## config.mk

```make
export PLATFORM = sky130hd
export DESIGN_NAME = mem_port_arbiter
export DESIGN_NICKNAME = d
export VERILOG_FILES = /design/src/rtl/riscv_mem_pkg.sv /design/src/rtl/mem_port_arbiter.sv
export SDC_FILE = /design/constraint.sdc
export NUM_CORES = 1
export LEC_CHECK = 0
export ABC_AREA = 1
export CORE_MARGIN = 4
export CORE_UTILIZATION = 20
export DETAILED_ROUTE_END_ITERATION = 10
export PLACE_DENSITY_LB_ADDON = 0.2
export REMOVE_ABC_BUFFERS = 1
export SLEW_MARGIN = 10
export SYNTH_ARGS = -nofsm -noshare
export SYNTH_HDL_FRONTEND = slang
export SYNTH_SLANG_ARGS = --single-unit
```

## constraint.sdc

```tcl
create_clock -name CLK -period 1.8 [get_ports CLK]
set_input_delay 0.54 -clock CLK [delete_from_list [all_inputs] [get_ports CLK]]
set_output_delay 0.54 -clock CLK [all_outputs]
set_load 0.01 [all_outputs]
```

## src/rtl/riscv_mem_pkg.sv

```systemverilog
// Shared types and default widths for the core-to-unified-memory port arbiter.
package riscv_mem_pkg;

  localparam int DEF_ADDR_W = 10;
  localparam int DEF_DATA_W = 32;
  localparam int BE_W       = DEF_DATA_W / 8;

  typedef enum logic [1:0] {
    OWN_NONE = 2'd0,
    OWN_IF   = 2'd1,
    OWN_DM   = 2'd2
  } owner_t;

endpackage

```

## src/rtl/mem_port_arbiter.sv

```systemverilog
// Shares one single-port synchronous-read RAM between instruction fetch and the
// load/store port: data has priority, fetch is forced through after MAX_WAIT denials.
module mem_port_arbiter
  import riscv_mem_pkg::*;
#(
  parameter int ADDR_W   = DEF_ADDR_W,
  parameter int DATA_W   = DEF_DATA_W,
  parameter int MAX_WAIT = 4
) (
  input  logic                  CLK,
  input  logic                  RESET,
  input  logic                  IF_REQ,
  input  logic [ADDR_W-1:0]     IF_ADDR,
  output logic                  IF_GNT,
  output logic                  IF_RVALID,
  output logic [DATA_W-1:0]     IF_RDATA,
  input  logic                  DM_REQ,
  input  logic                  DM_WE,
  input  logic [DATA_W/8-1:0]   DM_BE,
  input  logic [ADDR_W-1:0]     DM_ADDR,
  input  logic [DATA_W-1:0]     DM_WDATA,
  output logic                  DM_GNT,
  output logic                  DM_RVALID,
  output logic [DATA_W-1:0]     DM_RDATA,
  output logic                  RAM_EN,
  output logic                  RAM_WE,
  output logic [DATA_W/8-1:0]   RAM_BE,
  output logic [ADDR_W-1:0]     RAM_ADDR,
  output logic [DATA_W-1:0]     RAM_WDATA,
  input  logic [DATA_W-1:0]     RAM_RDATA
);

  localparam int               CNT_W    = $clog2(MAX_WAIT + 1);
  localparam logic [CNT_W-1:0] WAIT_MAX = CNT_W'(MAX_WAIT);

  logic [CNT_W-1:0] wait_cnt_r;
  logic [CNT_W-1:0] wait_cnt_nxt_s;
  owner_t           owner_r;
  owner_t           owner_nxt_s;
  logic             starve_s;
  logic             if_gnt_s;
  logic             dm_gnt_s;

  function automatic logic [CNT_W-1:0] sat_inc(input logic [CNT_W-1:0] v);
    if (v == WAIT_MAX) begin
      return v;
    end else begin
      return v + CNT_W'(1);
    end
  endfunction

  assign starve_s = (wait_cnt_r == WAIT_MAX) && IF_REQ;

  // Fixed-priority grant with the starvation override for fetch
  always_comb begin
    if_gnt_s = 1'b0;
    dm_gnt_s = 1'b0;
    if (RESET) begin
      if_gnt_s = 1'b0;
      dm_gnt_s = 1'b0;
    end else if (starve_s) begin
      if_gnt_s = 1'b1;
    end else if (DM_REQ) begin
      dm_gnt_s = 1'b1;
    end else if (IF_REQ) begin
      if_gnt_s = 1'b1;
    end else begin
      if_gnt_s = 1'b0;
      dm_gnt_s = 1'b0;
    end
  end

  // RAM command mux; idle cycles drive all-zero so the bus is quiet
  always_comb begin
    RAM_EN    = 1'b0;
    RAM_WE    = 1'b0;
    RAM_BE    = '0;
    RAM_ADDR  = '0;
    RAM_WDATA = '0;
    case ({if_gnt_s, dm_gnt_s})
      2'b10: begin
        RAM_EN   = 1'b1;
        RAM_ADDR = IF_ADDR;
      end
      2'b01: begin
        RAM_EN    = 1'b1;
        RAM_WE    = DM_WE;
        RAM_BE    = DM_BE;
        RAM_ADDR  = DM_ADDR;
        RAM_WDATA = DM_WDATA;
      end
      default: begin
        RAM_EN    = 1'b0;
        RAM_WE    = 1'b0;
        RAM_BE    = '0;
        RAM_ADDR  = '0;
        RAM_WDATA = '0;
      end
    endcase
  end

  // Next starvation count and next owner of the in-flight read
  always_comb begin
    wait_cnt_nxt_s = '0;
    owner_nxt_s    = OWN_NONE;
    if (IF_REQ && !if_gnt_s) begin
      wait_cnt_nxt_s = sat_inc(wait_cnt_r);
    end else begin
      wait_cnt_nxt_s = '0;
    end
    if (if_gnt_s) begin
      owner_nxt_s = OWN_IF;
    end else if (dm_gnt_s && !DM_WE) begin
      owner_nxt_s = OWN_DM;
    end else begin
      owner_nxt_s = OWN_NONE;
    end
  end

  // State registers with synchronous reset
  always_ff @(posedge CLK) begin
    if (RESET) begin
      wait_cnt_r <= '0;
      owner_r    <= OWN_NONE;
    end else begin
      wait_cnt_r <= wait_cnt_nxt_s;
      owner_r    <= owner_nxt_s;
    end
  end

  // RESET masks a response already in flight so a read cut off by reset never reports valid
  assign IF_RVALID = (owner_r == OWN_IF) && !RESET;
  assign DM_RVALID = (owner_r == OWN_DM) && !RESET;
  assign IF_RDATA  = RAM_RDATA;
  assign DM_RDATA  = RAM_RDATA;
  assign IF_GNT    = if_gnt_s;
  assign DM_GNT    = dm_gnt_s;

endmodule
```

**Word-level counts from Yosys, hierarchy flattened**

Cells that the tools add are included.

- $add $sub $neg: 1
- Multipliers: 0
- Divide/modulo/power cells: 0
- Order comparisons: 0
- Equal/unequal tests: 5
- Shift operators: 0
- Muxes and demuxes: 14
- Bitwise logic cells: 1
- Reduce and logical (&&, ||, !) cells: 11

Operator list:

| operator | number |
|---|---|
| 32-bit two-way mux | 1 |
| 10-bit one-hot mux with 2 select lines | 1 |
| 1-bit two-way mux | 10 |
| 2-bit OR reduction | 3 |
| 1-bit logical AND | 5 |
| 2-bit by 1-bit == test with 1-bit output (second input constant) | 2 |
| 2-bit == test (second input constant) | 2 |
| 4-bit two-way mux | 1 |
| 3-bit by 1-bit adder with 3-bit output (second input constant) | 1 |
| 3-bit == test (second input constant) | 1 |
| 1-bit zero test | 3 |
| 2-bit two-way mux | 1 |
| 1-bit NOT | 1 |

- Bits in registers: 5
- Latch bits: 0
- Bits in writable memories: 0
- Memory bits (read-only): 0
- Bits of input ports: 93
- Memories kept: 0

**Longest topological paths before layout**

Gate-level depths: netlist of run 1.

- Word-level depth: 8
- Mapped depth: 10
- Depth with buffers taken out: 9

**Least setup slack after synthesis of run 1**

No wires, ideal clock.

- Kind: input -> output
- Start: input DM_REQ
- End: output RAM_ADDR[0]
- Arrival: 1,490 ps
- Slack: -230 ps
- Stages: 7
- Buffers on the path: 1
- Cells stage by stage: inv_1 -> nor2_2 -> nand2_1 -> inv_1 -> ha_1 -> buf_2 -> a21oi_1

- Cells in the longest elaborated chain, start to end: 5
- Elaborated cells on any way between the ends: 9

RTL lines:

| what | line | source |
|---|---|---|
| from (decl) | mem_port_arbiter.sv:17 | `input logic DM_REQ,` |
| 1-bit two-way mux (*) | mem_port_arbiter.sv:63 | `end else if (DM_REQ) begin` |
| 1-bit two-way mux (*) | mem_port_arbiter.sv:61 | `end else if (starve_s) begin` |
| 1-bit two-way mux (*) | mem_port_arbiter.sv:58 | `if (RESET) begin` |
| named net DM_GNT | mem_port_arbiter.sv:22 | `output logic DM_GNT,` |
| 2-bit by 1-bit == test with 1-bit output or 2-bit == test (tied branches) | mem_port_arbiter.sv:80 | `case ({if_gnt_s, dm_gnt_s})` |
| 10-bit one-hot mux with 2 select lines (*) | mem_port_arbiter.sv:80 |  |
| to (decl) | mem_port_arbiter.sv:28 | `output logic [ADDR_W-1:0] RAM_ADDR,` |

The timed path passes the listed nets; every way through them passes the cells marked *.

**Final worst setup path of run 1**

- Start: register wait_cnt_r[0]
- End: output RAM_WDATA[27]

- Cells in the longest elaborated chain, start to end: 6
- Elaborated cells on any way between the ends: 8

RTL lines:

| what | line | source |
|---|---|---|
| from (decl) | mem_port_arbiter.sv:36 | `logic [CNT_W-1:0] wait_cnt_r;` |
| from (signal assigned) | mem_port_arbiter.sv:126 | `wait_cnt_r <= wait_cnt_nxt_s;` |
| 3-bit == test (*) | mem_port_arbiter.sv:52 | `assign starve_s = (wait_cnt_r == WAIT_MAX) && IF_REQ;` |
| 1-bit logical AND (*) | mem_port_arbiter.sv:52 |  |
| 1-bit two-way mux | mem_port_arbiter.sv:61 |  |
| 1-bit two-way mux | mem_port_arbiter.sv:58 |  |
| 2-bit by 1-bit == test with 1-bit output (*) | mem_port_arbiter.sv:80 |  |
| 32-bit two-way mux (*) | mem_port_arbiter.sv:80 |  |
| to (decl) | mem_port_arbiter.sv:29 | `output logic [DATA_W-1:0] RAM_WDATA,` |

Mark *: on every way between the ends. The rest lies on a longest branch, timed or not.

==> results of run 1 <==
-- path summary, 6_finish.rpt --
| check | from | endpoint | slack (ns) | cells past startpoint |
|---|---|---|---|---|
| min | wait_cnt_r[1] | wait_cnt_r[1] | 0.67 | 5 |
| max reg2reg | wait_cnt_r[0] | owner_r[0] | 0.64 | 8 |
| min reg2reg | wait_cnt_r[1] | wait_cnt_r[1] | 0.67 | 5 |
| max | wait_cnt_r[0] | RAM_WDATA[27] | -0.56 | 12 |
-- routing by layer --
layer  vias to the layer above  GRT usage  wire length, um
met5                         -     0.0714               64
met4                         4     0.0251               45
met3                         9      0.208             1990
met2                       166      0.260             2890
met1                       637      0.175             2400
li1                        718          -                -
-- stage by stage --
stage | setup WS (ns) | TNS [ns]
final | -0.559 | -22.54
after global routing | -0.640 | -25.23
after CTS | -0.489 | -19.96
after detailed placement | -1.30 | -60.76
after global placement | -1.28 | -60.23
after floorplan | -0.990 | -41.41
-- cells by family after synthesis --
logic type               after synthesis
buffers and inverters                120
AND/OR/NAND/NOR                       79
AO/OA/AOI/OAI                         10
flip-flops                             5
adder cells (fa/ha/maj)                4
-- timing repair --
item / CTS / global route
setup buffers: 20 / 3
hold buffers: 0 / 0
cloned: 4 / 0
resized for setup: 309 / 83
setup endpoints to repair: 52 / 50
pin swaps: 17 / 7
-- power groups by stage --
| stage | clock [mW] | combinational, mW | sequential (mW) |
|---|---|---|---|
| detailed placement | 0 | 0.368 | 0.118 |
| finish | 0.216 | 0.543 | 0.116 |
| CTS | 0.222 | 0.470 | 0.116 |
| floorplan | 0 | 0.0997 | 0.117 |
| global placement | 0 | 0.368 | 0.117 |
| global route | 0.233 | 0.580 | 0.116 |
-- area by class of cell --
type | instances | area [sq um]
inverter | 49 | 186
clock buffer | 4 | 45.0
sequential | 5 | 103
tap | 75 | 93.8
fill | 616 | 3290
timing repair buffer | 150 | 1550
multi-input combinational | 93 | 792
-- worst reg2reg max path, cell delays in order (launching register included) --
cell     delay, ns
dfxtp_2       0.32
inv_2         0.08
ha_4          0.17
nand2_4       0.06
nand2_4       0.08
nand3_4       0.10
buf_4         0.15
buf_4         0.12
inv_1         0.04
-- placed cells by master, fill, tap and decap left out --
| cell | n |
|---|---|
| a21oi_2 | 8 |
| nor2_1 | 7 |
| dfxtp_1 | 3 |
| clkbuf_1 | 1 |
| clkdlybuf4s50_1 | 57 |
| buf_6 | 49 |
| buf_4 | 21 |
| nand3_2 | 1 |
| inv_4 | 1 |
| inv_1 | 7 |
| buf_16 | 4 |
| nand2_2 | 9 |
| dfxtp_2 | 2 |
| nand2_1 | 19 |
| nand3_4 | 1 |
| inv_2 | 41 |
| buf_2 | 13 |
| nand2_4 | 37 |
| ha_4 | 3 |
| nor2_2 | 1 |
| ha_1 | 1 |
| nor3_1 | 1 |
| nand3_1 | 3 |
| clkbuf_8 | 3 |
| buf_12 | 4 |
| dlygate4sd2_1 | 2 |
| a21oi_1 | 2 |
-- state kept, by name, summed over array words and instances (netlist names) --
register / count
owner_r: 2
wait_cnt_r: 3
==> summary.md, run 1 <==
| Metric | Value |
|---|---|
| Period minus WS final | 2.36 ns |
| Area leader, netlist | buf_4 |
| Synth top area cells | buf_4 38%, nand2_1 16%, inv_1 12% |
| Core Region | 6060 sq um |
| Final Skew | 0.00475 ns |
| Setup WS post-layout | -0.559 ns |
| Crit path DAT | 1.82 ns |
| Critical Path Fanout Max | 5 |
| Yosys warning total | 0 |
| CP required | 1.26 ns |
| Synth Area in Simple Gates | 0.268 |
| Startpoint Class | flip-flop |
| Synthesis-stage register bit count | 5 |
| Sw Share | 0.325 |
| Antenna violations before repair | 1 |
| Clock Sinks | 5 |
| Crit end category | output port |
| Util after Layout | 0.457 |
| Synth cell count leaders | 65 x buf_4, 53 x nand2_1, 39 x inv_1 |
| Clock-pin slew of the registers on the worst-case setup and hold paths | 0.04 ns |
| Power, Total | 0.875 mW |
| DP HPWL | 5920 um |
| Sequential power share | 0.133 |
| Drt pass-1 iters | 4 |
| Number of port buffers | 112 |
| Final Cell Area | 2770 sq um |
| Residual DRC | 0 |
| Via-to-Cell Ratio | 4.08 |
| Nets | 399 |
| P_leak | 1.58 nW |
| Post-placement cell area | 2080 sq um |
| Vias in the first global route | 1600 |
| Detailed-route wire length per cell | 19.6 um |
| Post-synthesis mux area share | 0 |
| Violated checks | negative setup slack |
| Final period util | 1.31 |
| Die area | 7700 sq um |
| CP Cell Sequence | inv_2, ha_4, nand2_4, nand2_4, nand3_4, ha_4, buf_6, buf_12, buf_12, nand2_4, inv_2, buf_6 |
| Post-synth ARST share | 0 |
| Worst skew pair latency | 0.23 ns |
| Status | complete, but fails checks |
| Post-Route WL | 7390 um |
| Buffers & Inverters on Critical Path | 6 |
| Largest family of logic cells by synthesized area | buffers and inverters |
| Starting Density | 0.210 |
| Comb pwr share | 0.620 |
| Ys flop type | dfxtp_1 |
| Crit-path slowest cell | dfxtp_2 |
| CP delay by family, top | buffers and inverters |
| Die Y | 87.8 um |
| Internal power | 0.591 mW |
| Global router's overall resource usage | 0.182 |
| Fmax | 424 MHz |
| Slew headroom | 0.857 |
| Iteration-0 DRC Markers | 22 |
| Post-synthesis sequential area ratio | 0.0787 |
| Worst Hold Class | reg -> reg |
| WHS | 0.675 ns |
| Part of the power in the clock network | 0.247 |
| Net Switching | 0.284 mW |
| Final-report max-slew violation count | 0 |
| Worst slew pin tran | 0.214 ns |
| CTS tree | built |
| Final hold vios | 0 |
| Synth Area in Compound Gates | 0.0393 |
| Largest net degree at the start of global routing | 9 |
| Worst path most repeated cell | nand2_4 |
| ANT cells | 0 |
| PD cells | 316 nW/um^2 |
| Global route overflow | 0 |
| First-pass GRT wire length | 9950 um |
| Final setup violation count | 49 |
| Syn_area_per_cell | 5.84 sq um |
| Synth Area in XOR/XNOR | 0 |
| H-tree depth | 1 |
| GPL Wtd Cong | 0.834 |
| Max incr delay on CP | 0.32 ns |
| Worst setup path category | reg -> out |
| Post-synth cell types | 16 |
| RSZ-0062 raised after global routing | yes |
| Post-synth EDFFs | 0 |
| Worst vdd ir | 0.000312 V |
| CTS buffer count | 3 |
| Non-filler cells in the finished layout | 376 |
| CTS max path bufs | 2 |
| Synthesis-to-layout area growth | 118% |
| Die W | 87.8 um |
| CTS root buf | clkbuf_8 |
| Synthesized instance count | 218 |
| Most common cell in the netlist | buf_4 |
| Total of max-cap violations | 0 |
| Cell Area, Synth | 1270 sq um |
| Layout cells sized above 1 | 0.658 |
| Routed Antenna Nets | 0 |
| Placed insts | 350 |
| Synth Area in Adders | 0.0393 |
| IO Pins | 209 |
| Synth top area share | 0.383 |
| DR vias | 1534 |
| FP Rows | 28 |
Note: power is estimated with default switching activity, not from simulation.
==> inputs of run 2 (changes only) <==
- CORE_ASPECT_RATIO: not set -> 1.1
==> run 2 against run 1 <==
The flow still finishes with violations (negative setup slack). Sequential power about the same. First-iteration DRC count down 41%. Fmax down 1.4%. Sequential cell count unchanged. Critical path depth up 1. Critical endpoint is now RAM_ADDR[4]. Non-clock buffer count up 1.
==> summary.md, run 2 (same netlist as run 1, synthesis figures left out) <==
| Metric | Value |
|---|---|
| Synthesis-to-layout area growth | 121% (was 118%) |
| CTS buffer count | 3 (unchanged) |
| H-tree depth | 1 (unchanged) |
| Number of port buffers | 112 (unchanged) |
| Worst Hold Class | reg -> reg (unchanged) |
| Layout cells sized above 1 | 0.675 (was 0.658) |
| Final setup violation count | 49 (unchanged) |
| Final-report max-slew violation count | 0 (unchanged) |
| Non-filler cells in the finished layout | 382 (was 376) |
| PD cells | 312 nW/um^2 (was 316 nW/um^2) |
| Placed insts | 355 (was 350) |
| ANT cells | 0 (unchanged) |
| Comb pwr share | 0.622 (was 0.620) |
| Iteration-0 DRC Markers | 13 (was 22) |
| Period minus WS final | 2.39 ns (was 2.36 ns) |
| Final hold vios | 0 (unchanged) |
| Worst slew pin tran | 0.194 ns (was 0.214 ns) |
| Final period util | 1.33 (was 1.31) |
| Fill cells | 623 (was 616) |
| Global route overflow | 0 (unchanged) |
| Most frequent cells in the layout | 57 x clkdlybuf4s50_1, 45 x buf_6, 40 x inv_2, 38 x nand2_4, 19 x buf_4 (was 57 x clkdlybuf4s50_1, 49 x buf_6, 41 x inv_2, 37 x nand2_4, 21 x buf_4) |
| Largest net degree at the start of global routing | 16 (was 9) |
| CTS tree | built (unchanged) |
| Global router's overall resource usage | 0.168 (was 0.182) |
| First-pass GRT wire length | 9700 um (was 9950 um) |
| Internal power | 0.590 mW (was 0.591 mW) |
| Setup WS post-layout | -0.593 ns (was -0.559 ns) |
| P_leak | 1.59 nW (was 1.58 nW) |
| Die Y | 91.7 um (was 87.8 um) |
| Biggest regs | wait_cnt_r x3, owner_r x2 (unchanged) |
| DP HPWL | 5260 um (was 5920 um) |
| Core Region | 6190 sq um (was 6060 sq um) |
| Drt pass-1 iters | 4 (unchanged) |
| RSZ-0062 raised after global routing | yes (unchanged) |
| Fmax | 418 MHz (was 424 MHz) |
| Crit end category | output port (unchanged) |
| Clock-pin slew of the registers on the worst-case setup and hold paths | 0.04 ns (about the same) |
| CTS root buf | clkbuf_8 (unchanged) |
| GPL Wtd Cong | 0.733 (was 0.834) |
| IO Pins | 209 (unchanged) |
| Total of max-cap violations | 0 (unchanged) |
| FF-to-FF setup slack | 0.59 ns (was 0.64 ns) |
| Critical Path Fanout Max | 5 (unchanged) |
| Final Skew | 0.00186 ns (was 0.00475 ns) |
| Sw Share | 0.327 (was 0.325) |
| Reg area | 103 sq um (unchanged) |
| Largest register FFs | 3 (unchanged) |
| Startpoint Class | flip-flop (unchanged) |
| Nets | 400 (was 399) |
| Via-to-Cell Ratio | 4.13 (was 4.08) |
| FP Rows | 30 (was 28) |
| Antenna violations before repair | 0 (was 1) |
| Worst setup path category | reg -> out (unchanged) |
| Crit path DAT | 1.85 ns (was 1.82 ns) |
| Die W | 84.1 um (was 87.8 um) |
| Util after Layout | 0.454 (was 0.457) |
| Worst skew pair latency | 0.23 ns (about the same) |
| Slew headroom | 0.871 (was 0.857) |
| Violated checks | negative setup slack (unchanged) |
| Commonest non-fill, non-tap cell in the layout | clkdlybuf4s50_1 (unchanged) |
| Vias in the first global route | 1597 (was 1600) |
| Net Switching | 0.287 mW (was 0.284 mW) |
| Multi-input combinational cell area | 811 sq um (was 792 sq um) |
| Detailed-route wire length per cell | 18.6 um (was 19.6 um) |
| Sequential power share | 0.132 (was 0.133) |
| CP required | 1.26 ns (about the same) |
| Routed Antenna Nets | 0 (unchanged) |
| Hold buffers post-CTS | 0 (unchanged) |
| Residual DRC | 0 (unchanged) |
| Status | complete, but fails checks (unchanged) |
| Post-Route WL | 7090 um (was 7390 um) |
| DR vias | 1577 (was 1534) |
| Starting Density | 0.205 (was 0.210) |
| Largest reg by FF count | wait_cnt_r (unchanged) |
| Part of the power in the clock network | 0.245 (was 0.247) |
| Worst vdd ir | 0.000184 V (was 0.000312 V) |
| Die area | 7700 sq um (about the same) |
| CTS max path bufs | 2 (unchanged) |
| Clock Sinks | 5 (unchanged) |
-- run 2: cell type report --
class / count / share of cell area
multi-input cells: 93 / 0.289
flip-flops and latches: 5 / 0.0365
clock buffers: 4 / 0.0160
repair buffers: 151 / 0.557
inverters: 49 / 0.0664
well taps: 80 / 0.0356
-- run 2: through the flow --
stage	total power, mW	hold slack [ns]	instance area [sq um]	setup slack, ns	TNS (ns)
after floorplan	0.217	0.505	726	-0.990	-41.41
after global placement	0.492	0.530	2110	-1.25	-58.53
after detailed placement	0.491	0.530	2110	-1.25	-58.53
after CTS	0.799	0.636	2450	-0.574	-22.56
after global routing	0.931	0.670	2810	-0.677	-25.40
final	0.876	0.638	2810	-0.593	-22.27
-- run 2: power by group through the flow --
| stage | Combinational [mW] | Clock [mW] | Sequential [mW] |
|---|---|---|---|
| 2_1_floorplan | 0.0997 | 0 | 0.117 |
| 3_3_place_gp | 0.375 | 0 | 0.117 |
| 3_5_place_dp | 0.374 | 0 | 0.117 |
| 4_1_cts | 0.461 | 0.222 | 0.116 |
| 5_1_grt | 0.583 | 0.232 | 0.116 |
| 6_report | 0.546 | 0.215 | 0.116 |
-- run 2: final timing paths --
kind,startpoint,to,depth (start not counted)
max,wait_cnt_r[0],RAM_ADDR[4],13
min,wait_cnt_r[0],wait_cnt_r[0],4
max reg2reg,wait_cnt_r[0],owner_r[0],9
min reg2reg,wait_cnt_r[0],wait_cnt_r[0],4
-- run 2: critical path, stage by stage (launching register included) --
cell     delay (ns)
dfxtp_2        0.32
inv_2          0.07
ha_4           0.16
nand2_4        0.06
nand2_4        0.07
nand3_4        0.08
buf_6          0.14
inv_4          0.05
ha_4           0.15
buf_12         0.11
buf_12         0.11
nand2_2        0.06
a21oi_2        0.12
buf_2          0.14
-- run 2: what timing repair did --
item                       in CTS  in global routing
pin swaps                      15                  7
cloned                          3                  1
resized for setup             299                101
buffers inserted               17                  6
hold endpoints to repair        0                  0
setup endpoints to repair      52                 51
-- run 2: layer usage --
layer / vias to the layer above / global-route usage / share of wire
met5: - / 0.112 / 0.0080
met3: 11 / 0.174 / 0.24
li1: 727 / - / -
met4: 2 / 0.0322 / 0.012
met1: 660 / 0.189 / 0.37
met2: 177 / 0.208 / 0.37
==> inputs of run 3 (changes only) <==
- ABC_AREA: 1 -> not set
- CORE_UTILIZATION: 20 -> 19
- CTS_CLUSTER_DIAMETER: not set -> 150
==> run 3 against run 2 <==
Largest power group unchanged. Clock power down 3%. Sequential share of layout area up 0.80 points. Highest routed layer is now met4. The run still ends with negative setup slack left. Die area decreased by 5.4%. Hold slack worse by 0.12 ns. Sequential power about the same. Global-route usage up 5.1 points.
==> summary.md, run 3 <==
| Metric | Value |
|---|---|
| Status | complete, but fails checks (unchanged) |
| Violated checks | negative setup slack (unchanged) |
| DP HPWL | 6900 um (was 5260 um) |
| Sw Share | 0.277 (was 0.327) |
| First-pass GRT wire length | 10600 um (was 9700 um) |
| Post-placement cell area | 1970 sq um (was 2110 sq um) |
| FP Rows | 29 (was 30) |
| CTS max path bufs | 2 (unchanged) |
| Routed Antenna Nets | 0 (unchanged) |
| Post-Route WL | 8590 um (was 7090 um) |
| Final Cell Area | 2300 sq um (was 2810 sq um) |
| Post-synth EDFFs | 0 (unchanged) |
| Die Y | 89.1 um (was 91.7 um) |
| Synthesis-stage register bit count | 5 (unchanged) |
| PD cells | 332 nW/um^2 (was 312 nW/um^2) |
| Number of port buffers | 112 (unchanged) |
| Reg area | 103 sq um (unchanged) |
| P_leak | 1.01 nW (was 1.59 nW) |
| Clock Sinks | 5 (unchanged) |
| Via-to-Cell Ratio | 4.39 (was 4.13) |
| Power, Total | 0.763 mW (was 0.876 mW) |
| Most frequent cells in the layout | 57 x clkdlybuf4s50_1, 37 x buf_6, 27 x and2_4, 23 x buf_2, 15 x buf_4 (was 57 x clkdlybuf4s50_1, 45 x buf_6, 40 x inv_2, 38 x nand2_4, 19 x buf_4) |
| Post-synthesis mux area share | 0 (unchanged) |
| Global route overflow | 0 (unchanged) |
| Starting Density | 0.196 (was 0.205) |
| Nets | 325 (was 400) |
| Worst Hold Class | reg -> reg (unchanged) |
| Internal power | 0.552 mW (was 0.590 mW) |
| Clock-pin slew of the registers on the worst-case setup and hold paths | 0.03 ns (was 0.04 ns) |
| Fmax | 421 MHz (was 418 MHz) |
| Worst vdd ir | 0.000287 V (was 0.000184 V) |
| Final-report max-slew violation count | 0 (unchanged) |
| Crit path DAT | 1.84 ns (was 1.85 ns) |
| Net Switching | 0.211 mW (was 0.287 mW) |
| Final period util | 1.32 (was 1.33) |
| Syn_area_per_cell | 7.24 sq um (was 5.84 sq um) |
| DR vias | 1334 (was 1577) |
| Worst setup path category | reg -> out (unchanged) |
| FF-to-FF setup slack | 0.50 ns (was 0.59 ns) |
| Largest family of logic cells by synthesized area | buffers and inverters (unchanged) |
| Yosys warning total | 0 (unchanged) |
| Critical Path Fanout Max | 8 (was 5) |
| Synth top area share | 0.422 (was 0.383) |
| Fill cells | 582 (was 623) |
| Period minus WS final | 2.38 ns (was 2.39 ns) |
| Final Skew | 0.00376 ns (was 0.00186 ns) |
| Synthesized instance count | 157 (was 218) |
| Buffers & Inverters on Critical Path | 3 (was 6) |
| Residual DRC | 0 (unchanged) |
| Global router's overall resource usage | 0.218 (was 0.168) |
| Most common cell in the netlist | buf_4 (unchanged) |
| Largest net degree at the start of global routing | 16 (unchanged) |
| Die area | 7290 sq um (was 7700 sq um) |
| ANT cells | 0 (unchanged) |
| Hold Path Depth | 2 (was 4) |
| Commonest non-fill, non-tap cell in the layout | clkdlybuf4s50_1 (unchanged) |
| Final hold vios | 0 (unchanged) |
| Worst path most repeated cell | ha_4 |
| Synth Area in Simple Gates | 0.287 (was 0.268) |
| Drt pass-1 iters | 4 (unchanged) |
| Synth cell count leaders | 64 x buf_4, 37 x and2_1, 10 x a22oi_1, 10 x nor2_1, 6 x clkbuf_1 (was 65 x buf_4, 53 x nand2_1, 39 x inv_1) |
| Synthesis-to-layout area growth | 102% (was 121%) |
| Post-synthesis sequential area ratio | 0.0880 (was 0.0787) |
| CTS buffer count | 3 (unchanged) |
| Iteration-0 DRC Markers | 42 (was 13) |
| Multi-input combinational cell area | 718 sq um (was 811 sq um) |
| CP delay by family, top | compound AO/OA/AOI/OAI gates (was buffers and inverters) |
| Worst r2r path cells | 5 (was 9) |
| Total of max-cap violations | 0 (unchanged) |
| Post-synth ARST share | 0 (unchanged) |
| Crit end category | output port (unchanged) |
| Crit-path slowest cell | dfxtp_2 (unchanged) |
| IO Pins | 209 (unchanged) |
| Synth Area in Compound Gates | 0.118 (was 0.0393) |
| Die W | 81.8 um (was 84.1 um) |
| RSZ-0062 raised after global routing | yes (unchanged) |
| Setup WS post-layout | -0.577 ns (was -0.593 ns) |
| Comb pwr share | 0.575 (was 0.622) |
| Slew headroom | 0.829 (was 0.871) |
| Ys flop type | dfxtp_1 (unchanged) |
| CP required | 1.26 ns (about the same) |
| CTS tree | built (unchanged) |
| Final setup violation count | 50 (was 49) |
| Max incr delay on CP | 0.31 ns (was 0.32 ns) |
| Antenna violations before repair | 0 (unchanged) |
| Synth top area cells | buf_4 42%, and2_1 20%, dfxtp_1 8.8% (was buf_4 38%, nand2_1 16%, inv_1 12%) |
| Synth Area in Adders | 0.0440 (was 0.0393) |
| Reg2reg end | wait_cnt_r[2] (was owner_r[0]) |
| Part of the power in the clock network | 0.272 (was 0.245) |
| Synth Area in XOR/XNOR | 0 (unchanged) |
| Vias in the first global route | 1352 (was 1597) |
| GPL Wtd Cong | 0.817 (was 0.733) |
| H-tree depth | 1 (unchanged) |
| Biggest regs | wait_cnt_r x3, owner_r x2 (unchanged) |
| CTS root buf | clkbuf_8 (unchanged) |
| Startpoint Class | flip-flop (unchanged) |
| Hold Startpoint | wait_cnt_r[0] (unchanged) |
| Post-synth cell types | 20 (was 16) |
| Area leader, netlist | buf_4 (unchanged) |
| Worst skew pair latency | 0.22 ns (was 0.23 ns) |
| Worst slew pin tran | 0.253 ns (was 0.194 ns) |
| Core Region | 5810 sq um (was 6190 sq um) |
| Largest reg by FF count | wait_cnt_r (unchanged) |
| Hold EP | wait_cnt_r[0] (unchanged) |
| Largest register FFs | 3 (unchanged) |
| Sequential power share | 0.153 (was 0.132) |
| Cell Area, Synth | 1140 sq um (was 1270 sq um) |
| Layout cells sized above 1 | 0.599 (was 0.675) |
| Critical R2R Launch | wait_cnt_r[1] (was wait_cnt_r[0]) |
| Detailed-route wire length per cell | 28.3 um (was 18.6 um) |
| CP Cell Sequence | inv_2, ha_4, nand2_4, a211o_1, ha_4, buf_16, a22oi_2, nor2_1, buf_2 (was inv_2, ha_4, nand2_4, nand2_4, nand3_4, buf_6, inv_4, ha_4, buf_12, buf_12, nand2_2, a21oi_2, buf_2) |
| Crit path from | wait_cnt_r[0] (unchanged) |
[run 3: through the flow]
step	std cells	hold slack [ns]	utilization	TNS, ns	worst slack, ns
final	304	0.513	0.397	-23.80	-0.577
after global routing	304	0.529	0.397	-27.04	-0.663
after CTS	305	0.512	0.382	-26.81	-0.607
after detailed placement	288	0.516	0.339	-61.75	-1.29
after global placement	288	0.512	0.339	-61.11	-1.31
after floorplan	86	0.430	-	-37.94	-0.894
[run 3: cell type report]
| cell class | count | share of cell area |
|---|---|---|
| inverters | 5 | 0.00815 |
| repair buffers | 137 | 0.574 |
| well taps | 77 | 0.0418 |
| multi-input cells | 76 | 0.312 |
| flip-flops and latches | 5 | 0.0446 |
| clock buffers | 4 | 0.0196 |
[run 3: tightest hold or removal path, cell delays in order, from the launching register on]
cell and delay [ns]:
dfxtp_2 0.32, buf_4 0.11, nor4b_1 0.04
[run 3: timing repair]
action | in CTS | in global routing
setup buffers | 11 | 2
hold buffers | 0 | 0
pin swaps | 7 | 9
endpoints found under the setup margin | 52 | 51
gates resized for setup | 306 | 24
cloned | 3 | 0
[run 3: cells by family (layout without fill, tap and decap cells)]
family                   count (synthesis)  count (layout)
adder cells (fa/ha/maj)                  4               4
flip-flops                               5               5
AND/OR/NAND/NOR                         55              55
AO/OA/AOI/OAI                           17              17
buffers and inverters                   76             146
[run 3: worst max-delay path by stage]
stage	cells past startpoint	slack [ns]	endpoint
5_1_grt	11	-0.66	RAM_ADDR[2]
3_5_place_dp	6	-1.29	RAM_ADDR[4]
3_3_place_gp	8	-1.31	RAM_ADDR[2]
2_1_floorplan	5	-0.89	RAM_ADDR[0]
4_1_cts	9	-0.61	RAM_WDATA[27]
6_report	9	-0.58	RAM_ADDR[0]
[run 3: power by group through the flow]
stage | registers [mW] | clock network, mW | logic (mW)
global route | 0.117 | 0.219 | 0.466
detailed placement | 0.117 | 0 | 0.352
floorplan | 0.117 | 0 | 0.0895
finish | 0.117 | 0.208 | 0.439
global placement | 0.117 | 0 | 0.353
CTS | 0.116 | 0.211 | 0.423
[run 3: per-layer routing]
metal  vias to the layer above  global-route usage  part of all wire
met2                       179               0.359              0.47
met1                       563               0.175              0.28
met5                         -              0.0714                 0
li1                        579                   -                 -
met3                        13               0.228              0.23
met4                         0              0.0529             0.020
==> RTL edit, RTL diff (settings of run 2) <==
Set the package constant `DEF_DATA_W` to 24 (it was 32).
--- a/src/rtl/riscv_mem_pkg.sv
+++ b/src/rtl/riscv_mem_pkg.sv
@@ -3,5 +3,5 @@
 
   localparam int DEF_ADDR_W = 10;
-  localparam int DEF_DATA_W = 32;
+  localparam int DEF_DATA_W = 24;
   localparam int BE_W       = DEF_DATA_W / 8;
 
Interface: changed (7 resized); port bits go from 209 to 167. The function was not compared with the original's and may differ.
==> RTL edit against run 2 <==
- clock power is 4% lower
- power decreased by 16%
- synthesized cell count fell by 16%
- core utilization fell by 2.0 points
- wire length decreased by 25%
- worst setup slack better by 0.15 ns
- cell count shrank 18%
- sequential cell count is the same
- critical endpoint is now RAM_ADDR[5]
- the run still ends with setup timing left
- via count decreased by 17%
- critical path type unchanged
- cell area decreased by 22%
- synthesized area down 18%
==> RTL edit: results (changes against run 2) <==
* Worst hold slack at 0.635 ns (-0.00290 ns)
* Nets at 336 (-16%)
* Syn avg cell area at 5.70 um^2 (-2.3%)
* Pre-CTS WS at -1.24 ns (+0.0143 ns)
* Multi-In Gates at 84 (-9.7%)
* Worst Tran Pin Value at 0.180 ns (-0.0143 ns)
* Signal buffers at 122 (-19%)
* Clk_skew at 0.00109 ns (-0.000765 ns)
* Seq/Total Area, Yosys at 0.0959 (+0.0173)
* Setup violators final at 41 (-16%)
* DP Area at 1800 um^2 (-15%)
* Failing checks: setup timing
* Finished Layout Cells at 313 (-18%)
* Post-detail-place hpwl at 4030 um (-23%)
* Worst Setup Slack, final at -0.445 ns (+0.148 ns)
* Setup TNS at -15.92 ns (+6.35 ns)
* FF+latch count at 5 (unchanged)
* GRT Util Overall at 0.160 (-0.00741)
* Dpl cells at 299 (-16%)
* Synthesized-area fraction occupied by adder cells at 0.0480 (+0.00863)
* Data buffer area share at 0.544 (-0.0129)
* Compound-Gate Fraction of Synth Area at 0.0480 (+0.00863)
* Gp weighted congestion at 0.714 (-2.7%)
* Drt total wl at 5300 um (-25%)
* Switching Fraction at 0.302 (-0.0254)
* Die area at 6440 um^2 (-16%)
* Synth top area cells: buf_4, nand2_1, inv_1
* Max rail drop VDD at 186 uV (+1.1%)
* R2R Setup Slk at 0.65 ns (+0.06 ns)
* Largest net degree at the start of global routing at 9 (-7)
* Leakage at 1.21 nW (-24%)
* Layout cell share with drive strength beyond 1 at 0.573 (-0.103)
* Clock buf/inv share at 0.0207 (+0.00462)
* Outcome: complete, but fails checks
* TritonRoute pass-1 iters at 2 (-2)
* Vias in the first global route at 1448 (-9.3%)
* Synth-to-Final Area Change at 109%
-- RTL edit: cell count changes in the layout (fill, tap and decap cells not counted), sizes merged --
cell	before	now
nand2	65	56
dlygate4sd2	1	2
clkbuf	7	5
inv	49	40
clkdlybuf4s50	57	48
buf	90	71
-- RTL edit: final timing paths --
path            startpoint             to  depth (start not counted)
min reg2reg  wait_cnt_r[0]  wait_cnt_r[0]                          4
min          wait_cnt_r[0]  wait_cnt_r[0]                          4
max reg2reg  wait_cnt_r[0]  wait_cnt_r[1]                          9
max          wait_cnt_r[0]    RAM_ADDR[5]                         11
-- RTL edit: worst max-delay path, cell delays in order (launching register included) --
cell,delay [ns]
dfxtp_2,0.32
inv_2,0.05
ha_4,0.17
nand2_4,0.07
nand2_4,0.05
nand3_4,0.08
ha_4,0.17
buf_12,0.12
buf_16,0.13
nand2_2,0.05
a21oi_2,0.12
buf_2,0.14
-- RTL edit: metal layers --
metal,part of all wire,routed length (um),GRT usage,vias up
li1,-,-,-,619
met1,0.40,2100,0.181,567
met2,0.39,2070,0.214,121
met3,0.20,1070,0.147,6
met4,0.0064,34,0.0346,2
met5,0.0042,22,0.0583,-
-- RTL edit: timing repair --
| action | 4_1_cts | 5_1_grt |
|---|---|---|
| endpoints found under the setup margin | 43 | 42 |
| endpoints found under the hold margin | 0 | 0 |
| setup buffers | 7 | 0 |
| gates resized for setup | 256 | 43 |
| cloned | 4 | 0 |
| pin swaps | 17 | 11 |
-- RTL edit: power by group through the flow --
stage	logic (W)	registers [W]	clock network, W
finish	0.000411	0.000116	0.000207
global route	0.000442	0.000116	0.000223
CTS	0.000381	0.000116	0.000213
detailed placement	0.000314	0.000117	0
global placement	0.000316	0.000117	0
floorplan	0.0000814	0.000117	0
